<file path="src/rtl/display_scheduler_if.sv">
// display_scheduler_if: frame-synchronous update handshake between the datapath and the display scheduler
interface display_scheduler_if;
  logic [15:0] digits_in;
  logic [3:0] mask_in;
  logic upd_req;
  logic upd_ack;
  modport master(output digits_in, mask_in, upd_req, input upd_ack);
  modport slave(input digits_in, mask_in, upd_req, output upd_ack);
endinterface

</file>
<file path="src/rtl/display_scheduler.sv">
// display_scheduler: blank/show four-digit multiplexer with a shadow register loaded only at frame start
module display_scheduler #(
  parameter int DWELL = 4,
  parameter int BLANK = 1
) (
  input logic clk,
  input logic btnC,
  display_scheduler_if.slave bus,
  output logic [3:0] an,
  output logic [1:0] digit_sel,
  output logic [3:0] digit_val,
  output logic frame_done
);
  typedef enum logic {PH_BLANK, PH_SHOW} phase_t;
  phase_t phase_q, phase_d;
  logic [1:0] idx_q, idx_d;
  logic [15:0] cnt_q, cnt_d, sd_q, sd_d;
  logic [3:0] sm_q, sm_d;
  logic ack_q, ack_d, fd_q, fd_d, last, cap;
  always_comb begin
    last = cnt_q == (phase_q == PH_SHOW ? 16'(DWELL - 1) : 16'(BLANK - 1));
    cap = last && phase_q == PH_BLANK && idx_q == 2'd0 && bus.upd_req;
    phase_d = last ? (phase_q == PH_SHOW ? PH_BLANK : PH_SHOW) : phase_q;
    cnt_d = last ? 16'd0 : cnt_q + 16'd1;
    idx_d = (last && phase_q == PH_SHOW) ? idx_q + 2'd1 : idx_q;
    sd_d = cap ? bus.digits_in : sd_q;
    sm_d = cap ? bus.mask_in : sm_q;
    ack_d = cap;
    fd_d = last && phase_q == PH_SHOW && idx_q == 2'd3;
  end
  always_ff @(posedge clk) begin
    if (btnC) begin
      phase_q <= PH_BLANK;
      idx_q <= 2'd0;
      cnt_q <= 16'd0;
      sd_q <= 16'd0;
      sm_q <= 4'b1111;
      ack_q <= 1'b0;
      fd_q <= 1'b0;
    end else begin
      phase_q <= phase_d;
      idx_q <= idx_d;
      cnt_q <= cnt_d;
      sd_q <= sd_d;
      sm_q <= sm_d;
      ack_q <= ack_d;
      fd_q <= fd_d;
    end
  end
  assign an = (phase_q == PH_SHOW && sm_q[idx_q]) ? ~(4'b0001 << idx_q) : 4'b1111;
  assign digit_sel = idx_q;
  assign digit_val = sd_q[{idx_q, 2'b00} +: 4];
  assign frame_done = fd_q;
  assign bus.upd_ack = ack_q;
endmodule

</file>
<file path="src/flat_wrapper.sv">
// flat-port wrapper written by rule: the top's interface ports become plain ports
module display_scheduler_flat 
#(
  parameter int DWELL = 4,
  parameter int BLANK = 1
)
  (clk, btnC, an, digit_sel, digit_val, frame_done, bus_digits_in, bus_mask_in, bus_upd_req, bus_upd_ack);
  display_scheduler_if bus_i ();
  input logic clk;
  input logic btnC;
  output logic [3:0] an;
  output logic [1:0] digit_sel;
  output logic [3:0] digit_val;
  output logic frame_done;
  input wire logic [$bits(bus_i.digits_in)-1:0] bus_digits_in;
  input wire logic [$bits(bus_i.mask_in)-1:0] bus_mask_in;
  input wire logic [$bits(bus_i.upd_req)-1:0] bus_upd_req;
  output wire logic [$bits(bus_i.upd_ack)-1:0] bus_upd_ack;
  assign bus_i.digits_in = bus_digits_in;
  assign bus_i.mask_in = bus_mask_in;
  assign bus_i.upd_req = bus_upd_req;
  assign bus_upd_ack = bus_i.upd_ack;
  display_scheduler #(.DWELL(DWELL), .BLANK(BLANK)) u_core (.clk(clk), .btnC(btnC), .bus(bus_i), .an(an), .digit_sel(digit_sel), .digit_val(digit_val), .frame_done(frame_done));
endmodule
</file>
<file path="config.mk">
export PLATFORM = sky130hd
export DESIGN_NAME = display_scheduler_flat
export DESIGN_NICKNAME = d
export VERILOG_FILES = /design/src/rtl/display_scheduler_if.sv /design/src/rtl/display_scheduler.sv /design/src/flat_wrapper.sv
export SDC_FILE = /design/constraint.sdc
export NUM_CORES = 1
export LEC_CHECK = 0
export BUFFER_PORTS_ARGS = -buffer_cell sky130_fd_sc_hd__buf_2
export CORE_MARGIN = 4
export CORE_UTILIZATION = 50
export DETAILED_ROUTE_END_ITERATION = 16
export MAX_ROUTING_LAYER = met4
export PLACE_DENSITY = 0.84
export SETUP_SLACK_MARGIN = 0.02
export SLEW_MARGIN = 20
export SYNTH_ARGS = -nofsm -noshare
export SYNTH_HDL_FRONTEND = slang
export SYNTH_SLANG_ARGS = --single-unit
</file>
<file path="constraint.sdc">
create_clock -name clk -period 1.9 [get_ports clk]
set_input_delay 0.57 -clock clk [delete_from_list [all_inputs] [get_ports clk]]
set_output_delay 0.57 -clock clk [all_outputs]
set_load 0.02 [all_outputs]
</file>
==> results of run 1 <==
==> report_power, final <==
part           switching [mW]  internal [mW]  total, mW  leakage, nW
registers               0.115          0.996       1.11        0.334
logic                   0.658          0.484       1.14        0.479
clock network           0.298          0.328      0.626       0.0542
total                    1.07           1.81       2.88        0.868
==> worst reg2reg max path: cells and delay by family, from the launching register on <==
kind | cells | cell delay (ps)
flip-flops | 1 | 360
buffers and inverters | 2 | 240
adder cells (fa/ha/maj) | 1 | 190
AND/OR/NAND/NOR | 3 | 710
multiplexers | 1 | 210
==> kinds of logic after synthesis <==
logic type               after synthesis  share of synthesized area, %
AO/OA/AOI/OAI                         41                          11.1
XOR/XNOR                              14                          6.04
adder cells (fa/ha/maj)                5                          3.08
buffers and inverters                 22                          6.78
flip-flops                            41                          40.4
multiplexers                           9                          7.52
AND/OR/NAND/NOR                       86                          25.1
==> registers in the layout (all words and copies together) (netlist names) <==
name,flops
u_core.bus.upd_ack,1
u_core.phase_q,1
u_core.digit_sel,2
u_core.frame_done,1
u_core.sd_q,16
u_core.cnt_q,16
u_core.sm_q,4
==> synthesized netlist by cell type, types with 6 or more instances <==
cell type | count | area (um^2)
sky130_fd_sc_hd__o21ai_0 | 7 | 35.0
sky130_fd_sc_hd__nor2_1 | 29 | 109
sky130_fd_sc_hd__nand2_1 | 8 | 30.0
sky130_fd_sc_hd__buf_6 | 6 | 67.6
sky130_fd_sc_hd__dfxtp_1 | 41 | 821
sky130_fd_sc_hd__nand4_1 | 22 | 138
sky130_fd_sc_hd__xnor2_1 | 12 | 105
sky130_fd_sc_hd__inv_1 | 7 | 26.3
sky130_fd_sc_hd__a21oi_1 | 19 | 95.1
sky130_fd_sc_hd__o21ai_1 | 11 | 55.1
==> what timing repair did <==
item | in CTS | in global routing
gates resized for setup | 10 | 1
pin swaps | 0 | 1
hold buffers | 0 | 0
setup endpoints to repair | 8 | 11
setup buffers | 2 | 3
==> metrics by stage <==
stage	utilization [%]	hold slack, ps
final	63.3	477
after global routing	63.3	510
after CTS	62.3	475
after detailed placement	58.4	466
after global placement	58.4	456
after floorplan	-	446
==> layer usage <==
metal	up-vias	share of wire [%]
met5	-	0
met2	48	48
met4	0	2.5
met1	834	45
met3	10	4.8
li1	855	-
==> final cells by class <==
cell class                      count  area (um^2)  area share (%)
Inverter                            7         26.3            1.09
Multi-Input combinational cell    155         1080            45.1
Tap cell                           48         60.1            2.50
Sequential cell                    41          825            34.3
Clock buffer                        7         96.3            4.01
Timing Repair Buffer               46          307            12.8
Clock inverter                      1         5.00           0.208
==> path summary, 6_finish.rpt <==
path | from | to | slack [ps]
setup / recovery | u_core.digit_sel[0] | an[2] | -180
hold / removal | u_core.sd_q[15] | u_core.sd_q[15] | 480
setup reg to reg | u_core.digit_sel[0] | u_core.sm_q[3] | 110
hold reg to reg | u_core.sd_q[15] | u_core.sd_q[15] | 480
==> metrics, run 1 <==
Most Used Layer, Global Route=met2; mean area per synthesized cell=slightly above 9 um^2; cell area after technology mapping=2030 um^2; number of placed instances with taps included=292; Sinks on Clock Net=41; gate count after technology mapping=218; routed wire length=4560 um; leading cell type in the layout, fill and taps excluded=sky130_fd_sc_hd__dfxtp_1; floorplan die height=about 72 um; critical path type=reg -> out; R2R depth=7; filler cell count=approximately 310; fraction of met1 tracks used by global routing=23.9%; synth warn=0; count of max-cap constraint violations=0; number of global-route vias before repair=between 1,500 and 2,000; weighted congestion reported at the end of routability-driven placement=approximately 0.86; first-pass GRT wire length=7490 um; portion of the post-synthesis area used by sequential elements=40.4%; path type of the worst min-delay path=reg -> reg; remaining routing DRC violations=0; TritonCTS clock tree=done; total inserted antenna cells=0; Critical Path RT=1330 ps; Layout Area Growth over Synthesis=18.4%; final standard cell count with taps included and fillers excluded=305; overall routing resource usage=18.9%; Clk Tree Root Cell=sky130_fd_sc_hd__clkbuf_8; nets in the synthesized netlist=246; global routing met3 resource utilization=under 10%; Post-layout nets=284; total overflow reported by the global router=0; flip-flop cell with the highest count after synthesis=sky130_fd_sc_hd__dfxtp_1; effective utilization at floorplan=about 53%; number of storage elements in the synthesis netlist=between 40 and 50; final worst slack=-183 ps; Final Hold Vio Count=0; endpoint class of the critical path=primary output; Unique masters post-synth=36; full die area=roughly 5100 um^2; total stage count of the critical path=4; Worst-Skew Late Latency=slightly below 300 ps; slowest cell on the critical path=sky130_fd_sc_hd__mux4_2; register clock-pin slew on the reported worst setup and hold paths=80 ps; ratio of total power to cell area=1200 nW/um^2; Crit path largest cell delay=480 ps; run status=finished with violations; Layout Skew=2.22 ps; I/O pin count=35; Post-synth EDFFs=0; per-cell via count in the routed design=5.73; unrepaired setup endpoints after global routing=yes; failing checks=negative setup slack; dominant delay contributor by cell family on the critical path=multiplexers; cell chain of the critical path=mux4_2, and2_4, nand2_2, buf_6; first-pass detailed-route iteration total=4; VDD IR-drop max=between 0.4 and 0.5 mV; reported leakage power=0.868 nW; Setup violations, final=8; CP startpoint kind=register; crit-path max FO=4; portion of the clock cycle consumed by the worst path in the final layout=110%; Tmin final=2080 ps; Final Max Slew Viols=0; violation count after the first detailed-routing iteration=between 100 and 150; share of async-settable or async-resettable flops after synthesis=0%; routed len/inst=between 10 and 15 um; number of nets still failing antenna checks after routing=0; number of antenna violations at the first check in global routing=0; Hold Crit Depth=2; half-perimeter wire length after detailed placement=3080 um; post-place setup slack=64.1 ps; row count=22; measured slew at the worst slew-check pin=414 ps; GR Util met2=28.8%; maximum number of pins on one net before global-route repair=22; Buf/Inv on CP=1; via count of the routed design=1,747; fraction of final layout cells with drive strength greater than 1=about 30%; core region area=3800 um^2; Setup TNS=-1280 ps; area after detailed placement=~2200 um^2; top library cells by usage in the layout, fill and taps aside=40 x sky130_fd_sc_hd__dfxtp_1, 29 x sky130_fd_sc_hd__nor2_1, 28 x sky130_fd_sc_hd__buf_2, 22 x sky130_fd_sc_hd__nand4_1, 19 x sky130_fd_sc_hd__a21oi_1; PnR Total Power=about 2.9 mW; horizontal die dimension=roughly 72 um; final design area excluding fillers=2400 um^2; CTS H-tree lvls=2; crit path DAT=1510 ps; Rel. slew slack=72.2%; number of input and output port buffers inserted=34; clock buffers created by TritonCTS=5; maximum number of buffers from clock root to sink=2; maximum frequency from static timing analysis=480 MHz
No activity file was read; power rests on OpenSTA's default activity.
==> run 2: changes to the inputs <==
--- a/config.mk
+++ b/config.mk
@@ -8,2 +8,3 @@
 export BUFFER_PORTS_ARGS = -buffer_cell sky130_fd_sc_hd__buf_2
+export CAP_MARGIN = 5
 export CORE_MARGIN = 4
==> constraint.sdc (replaced) <==
create_clock -name clk -period 1.9 [get_ports clk]
set_input_delay 0.19 -clock clk [delete_from_list [all_inputs] [get_ports clk]]
set_output_delay 0.19 -clock clk [all_outputs]
set_load 0.02 [all_outputs]
==> metrics, run 2 (synthesized netlist as in run 1, its figures left out) <==
Layout Area Growth over Synthesis=15.7%; Setup violations, final=0; remaining routing DRC violations=0; core region area=3800 um^2; TritonCTS clock tree=done; final design area excluding fillers=2350 um^2; PnR Total Power=around 2.9 mW; per-cell via count in the routed design=5.71; post-place setup slack=242 ps; routed len/inst=about 15 um; register share of total power=between 30% and 40%; CP startpoint kind=register; crit-path max FO=5; Layout Skew=4.97 ps; number of input and output port buffers inserted=34; total overflow reported by the global router=0; maximum number of buffers from clock root to sink=2; Tmin final=approximately 1800 ps; hold path startpoint=bus_digits_in[11]; combinational fraction of design power=36.6%; row count=22; net switching share of the total power=36.9%; Final Max Slew Viols=0; clock buffers created by TritonCTS=5; routed wire length=roughly 4500 um; maximum number of pins on one net before global-route repair=22; Sinks on Clock Net=41; Crit path largest cell delay=500 ps; top library cells by usage in the layout, fill and taps aside=39 x sky130_fd_sc_hd__dfxtp_1, 34 x sky130_fd_sc_hd__buf_2, 29 x sky130_fd_sc_hd__nor2_1, 22 x sky130_fd_sc_hd__nand4_1, 19 x sky130_fd_sc_hd__a21oi_1; unrepaired setup endpoints after global routing=no; Setup TNS=0 ps; Post-layout nets=between 200 and 300; fraction of final layout cells with drive strength greater than 1=around 27%; reported leakage power=0.832 nW; ratio of total power to cell area=1230 nW/um^2; count of max-cap constraint violations=0; run status=complete, no violations; CTS hold repair buffers=0; critical path type=reg -> out; biggest registers after layout=u_core.cnt_q: 16 flops, u_core.sd_q: 16 flops, u_core.sm_q: 4 flops; Rel. slew slack=71.9%; endpoint class of the critical path=primary output; overall routing resource usage=between 10% and 20%; Pint=about 1.8 mW; path type of the worst min-delay path=in -> reg; first element of the critical path=u_core.digit_sel[0]; half-perimeter wire length after detailed placement=3160 um; number of global-route vias before repair=1,623; register clock-pin slew on the reported worst setup and hold paths=80 ps; net switching power=1.07 mW; clock power share=24.9%; maximum frequency from static timing analysis=552 MHz; I/O pin count=35; CTS H-tree lvls=2; Clk Tree Root Cell=sky130_fd_sc_hd__clkbuf_8; full die area=5150 um^2; VDD IR-drop max=0.731 mV; area after detailed placement=about 2200 um^2; first-pass detailed-route iteration total=4; number of antenna violations at the first check in global routing=0; slowest cell on the critical path=sky130_fd_sc_hd__mux4_2; worst reg2reg startpoint=u_core.digit_sel[0]; violation count after the first detailed-routing iteration=193; via count of the routed design=~1,700; floorplan die height=71.7 um; weighted congestion reported at the end of routability-driven placement=0.891; Critical Path RT=around 1700 ps; final worst slack=90.0 ps; post-route worst hold slack=approximately 140 ps; total inserted antenna cells=0; leading cell type in the layout, fill and taps excluded=sky130_fd_sc_hd__dfxtp_1; crit path DAT=around 1600 ps; effective utilization at floorplan=53.5%; Final Hold Vio Count=0; cell chain of the critical path=mux4_2, and2_4, nand2_1, buf_2; Worst-Skew Late Latency=about 300 ps; first-pass GRT wire length=roughly 7400 um; portion of the clock cycle consumed by the worst path in the final layout=between 90% and 100%; number of nets still failing antenna checks after routing=0; measured slew at the worst slew-check pin=418 ps; horizontal die dimension=71.7 um
## run 2: worst paths after layout
| check | endpoint | slack [ps] | depth (start not counted) |
|---|---|---|---|
| worst max-delay path | an[2] | 90 | 4 |
| worst min-delay path | u_core.sd_q[11] | 140 | 3 |
| worst max register to register | u_core.sm_q[0] | 270 | 6 |
| worst min register to register | u_core.sd_q[6] | 480 | 2 |
## run 2: stage by stage
| step | instances | utilization (%) |
|---|---|---|
| floorplan | 218 | - |
| global placement | 292 | 58.6 |
| detailed placement | 292 | 58.6 |
| CTS | 300 | 61.7 |
| global route | 300 | 61.9 |
| finish | 300 | 61.9 |
## run 2: layout make-up
type	instances	area (um^2)
sequential	41	826
clock buffer	5	68.8
inverter	7	26.3
tap	48	60.1
fill	318	1450
timing repair buffer	41	248
clock inverter	3	46.3
multi-input combinational	155	1070
## run 2: repair_timing
item                       in CTS  in global routing
setup endpoints to repair       5                  4
resized for setup               2                  2
setup buffers                   0                  0
pin swaps                       0                  0
## run 2: routing by layer
| layer | vias to the layer above | part of all wire [%] | global-route usage [%] |
|---|---|---|---|
| met3 | 10 | 6.1 | 3.65 |
| met2 | 62 | 47 | 28.3 |
| li1 | 847 | - | - |
| met5 | - | 0 | - |
| met1 | 795 | 45 | 23.4 |
| met4 | 0 | 2.4 | 8.35 |
## run 2: power by group through the flow
stage / registers, mW / logic, mW / clock network (mW)
final: 1.11 / 1.05 / 0.717
after global routing: 1.13 / 1.15 / 0.761
after detailed placement: 1.12 / 1.04 / 0
after global placement: 1.11 / 1.03 / 0
after CTS: 1.11 / 1.05 / 0.725
after floorplan: 1.09 / 0.851 / 0
## run 2: critical path: cells and delay by family, from the launching register on
kind / cells / cell delay [ps]
multiplexers: 1 / 500
flip-flops: 1 / 390
AND/OR/NAND/NOR: 2 / 260
buffers and inverters: 1 / 160
==> run 3: changes to the inputs <==
Settings changed: GPL_TIMING_DRIVEN from default to 0.
==> metrics, run 3 (synthesized netlist as in run 1, its figures left out) <==
run status=complete, no violations; crit path DAT=1630 ps; maximum frequency from static timing analysis=approximately 550 MHz; top library cells by usage in the layout, fill and taps aside=39 x sky130_fd_sc_hd__dfxtp_1, 33 x sky130_fd_sc_hd__buf_2, 29 x sky130_fd_sc_hd__nor2_1, 22 x sky130_fd_sc_hd__nand4_1, 19 x sky130_fd_sc_hd__a21oi_1; crit-path max FO=6; final standard cell count with taps included and fillers excluded=314; maximum number of pins on one net before global-route repair=14; path type of the worst min-delay path=in -> reg; global routing met3 resource utilization=4.77%; full die area=5150 um^2; Layout Area Growth over Synthesis=21.0%; per-cell via count in the routed design=5.61; horizontal die dimension=71.7 um; via count of the routed design=1,760; clock buffers created by TritonCTS=5; R2R depth=9; remaining routing DRC violations=0; endpoint class of the critical path=primary output; setup slack on the worst flop-to-flop path=around 100 ps; total inserted antenna cells=0; core region area=3800 um^2; violation count after the first detailed-routing iteration=around 170; critical path type=reg -> out; ratio of total power to cell area=1210 nW/um^2; maximum number of buffers from clock root to sink=2; portion of the clock cycle consumed by the worst path in the final layout=around 96%; Sinks on Clock Net=41; number of antenna violations at the first check in global routing=0; TritonCTS clock tree=done; Final Max Slew Viols=0; number of placed instances with taps included=300; fraction of final layout cells with drive strength greater than 1=30.5%; post-place setup slack=-38.7 ps; effective utilization at floorplan=53.5%; Post-layout nets=~300; Final Hold Vio Count=0; fraction of met1 tracks used by global routing=26.3%; CP startpoint kind=register; first-pass GRT wire length=7940 um; final worst slack=between 80 and 90 ps; worst reg2reg startpoint=u_core.digit_sel[0]; PnR Total Power=2.98 mW; number of nets still failing antenna checks after routing=0; leading cell type in the layout, fill and taps excluded=sky130_fd_sc_hd__dfxtp_1; Setup violations, final=0; end point of the most critical hold path=u_core.sd_q[3]; count of max-cap constraint violations=0; biggest registers after layout=u_core.cnt_q: 16 flops, u_core.sd_q: 16 flops, u_core.sm_q: 4 flops; CTS H-tree lvls=2; total overflow reported by the global router=0; reported leakage power=around 0.90 nW; VDD IR-drop max=0.787 mV; number of global-route vias before repair=approximately 1,700; final design area excluding fillers=2460 um^2; Tmin final=1820 ps; half-perimeter wire length after detailed placement=3230 um; Hold Crit Depth=3; routed wire length=4720 um; weighted congestion reported at the end of routability-driven placement=0.861; GR Util met2=around 30%; Rel. slew slack=67.9%; filler cell count=308; area after detailed placement=roughly 2300 um^2; floorplan die height=71.7 um; routed len/inst=about 15 um; hold path startpoint=bus_digits_in[3]; endpoint of the most critical register-to-register path=u_core.sd_q[2]; I/O pin count=35; Worst-Skew Late Latency=300 ps; overall routing resource usage=20.1%; row count=22; Clk Tree Root Cell=sky130_fd_sc_hd__clkbuf_8; CTS hold repair buffers=0; unrepaired setup endpoints after global routing=yes; number of input and output port buffers inserted=34; post-route worst hold slack=140 ps; Critical Path RT=approximately 1700 ps; register clock-pin slew on the reported worst setup and hold paths=~80 ps; Most Used Layer, Global Route=met2; measured slew at the worst slew-check pin=482 ps; first-pass detailed-route iteration total=4; Layout Skew=7.77 ps
run 3: through the flow:
stage | utilization, % | setup TNS [ps]
2_1_floorplan | - | 0
3_3_place_gp | 59.6 | -4.43
3_5_place_dp | 59.6 | -108
4_1_cts | 63.3 | 0
5_1_grt | 64.7 | 0
6_report | 64.7 | 0
run 3: cell type report:
cell class	instances	area [um^2]	area share [%]
Clock inverter	2	13.8	0.560
Multi-Input combinational cell	155	1080	43.8
Tap cell	48	60.1	2.44
Sequential cell	41	826	33.6
Buffer	15	131	5.35
Timing Repair Buffer	40	240	9.78
Inverter	7	26.3	1.07
Clock buffer	6	82.6	3.36
run 3: per-layer routing:
| metal | part of all wire [%] | routed length [um] |
|---|---|---|
| met1 | 46 | 2170 |
| met2 | 47 | 2240 |
| met3 | 4.7 | 221 |
| met4 | 1.9 | 92 |
| met5 | 0 | 0 |
run 3: repair_timing:
| item | in CTS | in global routing |
|---|---|---|
| setup buffers | 1 | 5 |
| gates resized for setup | 13 | 6 |
| endpoints found under the setup margin | 13 | 13 |
| pin swaps | 0 | 1 |
run 3: report_power, final:
part | switching [mW] | internal [mW] | total (mW)
logic | 0.721 | 0.564 | 1.29
clock network | 0.306 | 0.294 | 0.600
registers | 0.0961 | 0.997 | 1.09
run 3: worst max path at each step:
stage	cells after the start	slack, ps	startpoint	to
2_1_floorplan	9	60	u_core.digit_sel[0]	u_core.sd_q[6]
3_3_place_gp	9	-4	u_core.digit_sel[0]	u_core.sd_q[6]
3_5_place_dp	9	-40	u_core.digit_sel[0]	u_core.sd_q[10]
4_1_cts	5	20	u_core.digit_sel[0]	an[2]
5_1_grt	5	7	u_core.digit_sel[0]	an[0]
6_report	5	80	u_core.digit_sel[0]	an[0]
run 3: critical path, stage by stage (launching register included):
cell and delay (ps):
sky130_fd_sc_hd__dfxtp_4 370, sky130_fd_sc_hd__buf_8 110, sky130_fd_sc_hd__mux4_2 480, sky130_fd_sc_hd__and2_4 170, sky130_fd_sc_hd__nand2_1 80, sky130_fd_sc_hd__buf_6 120
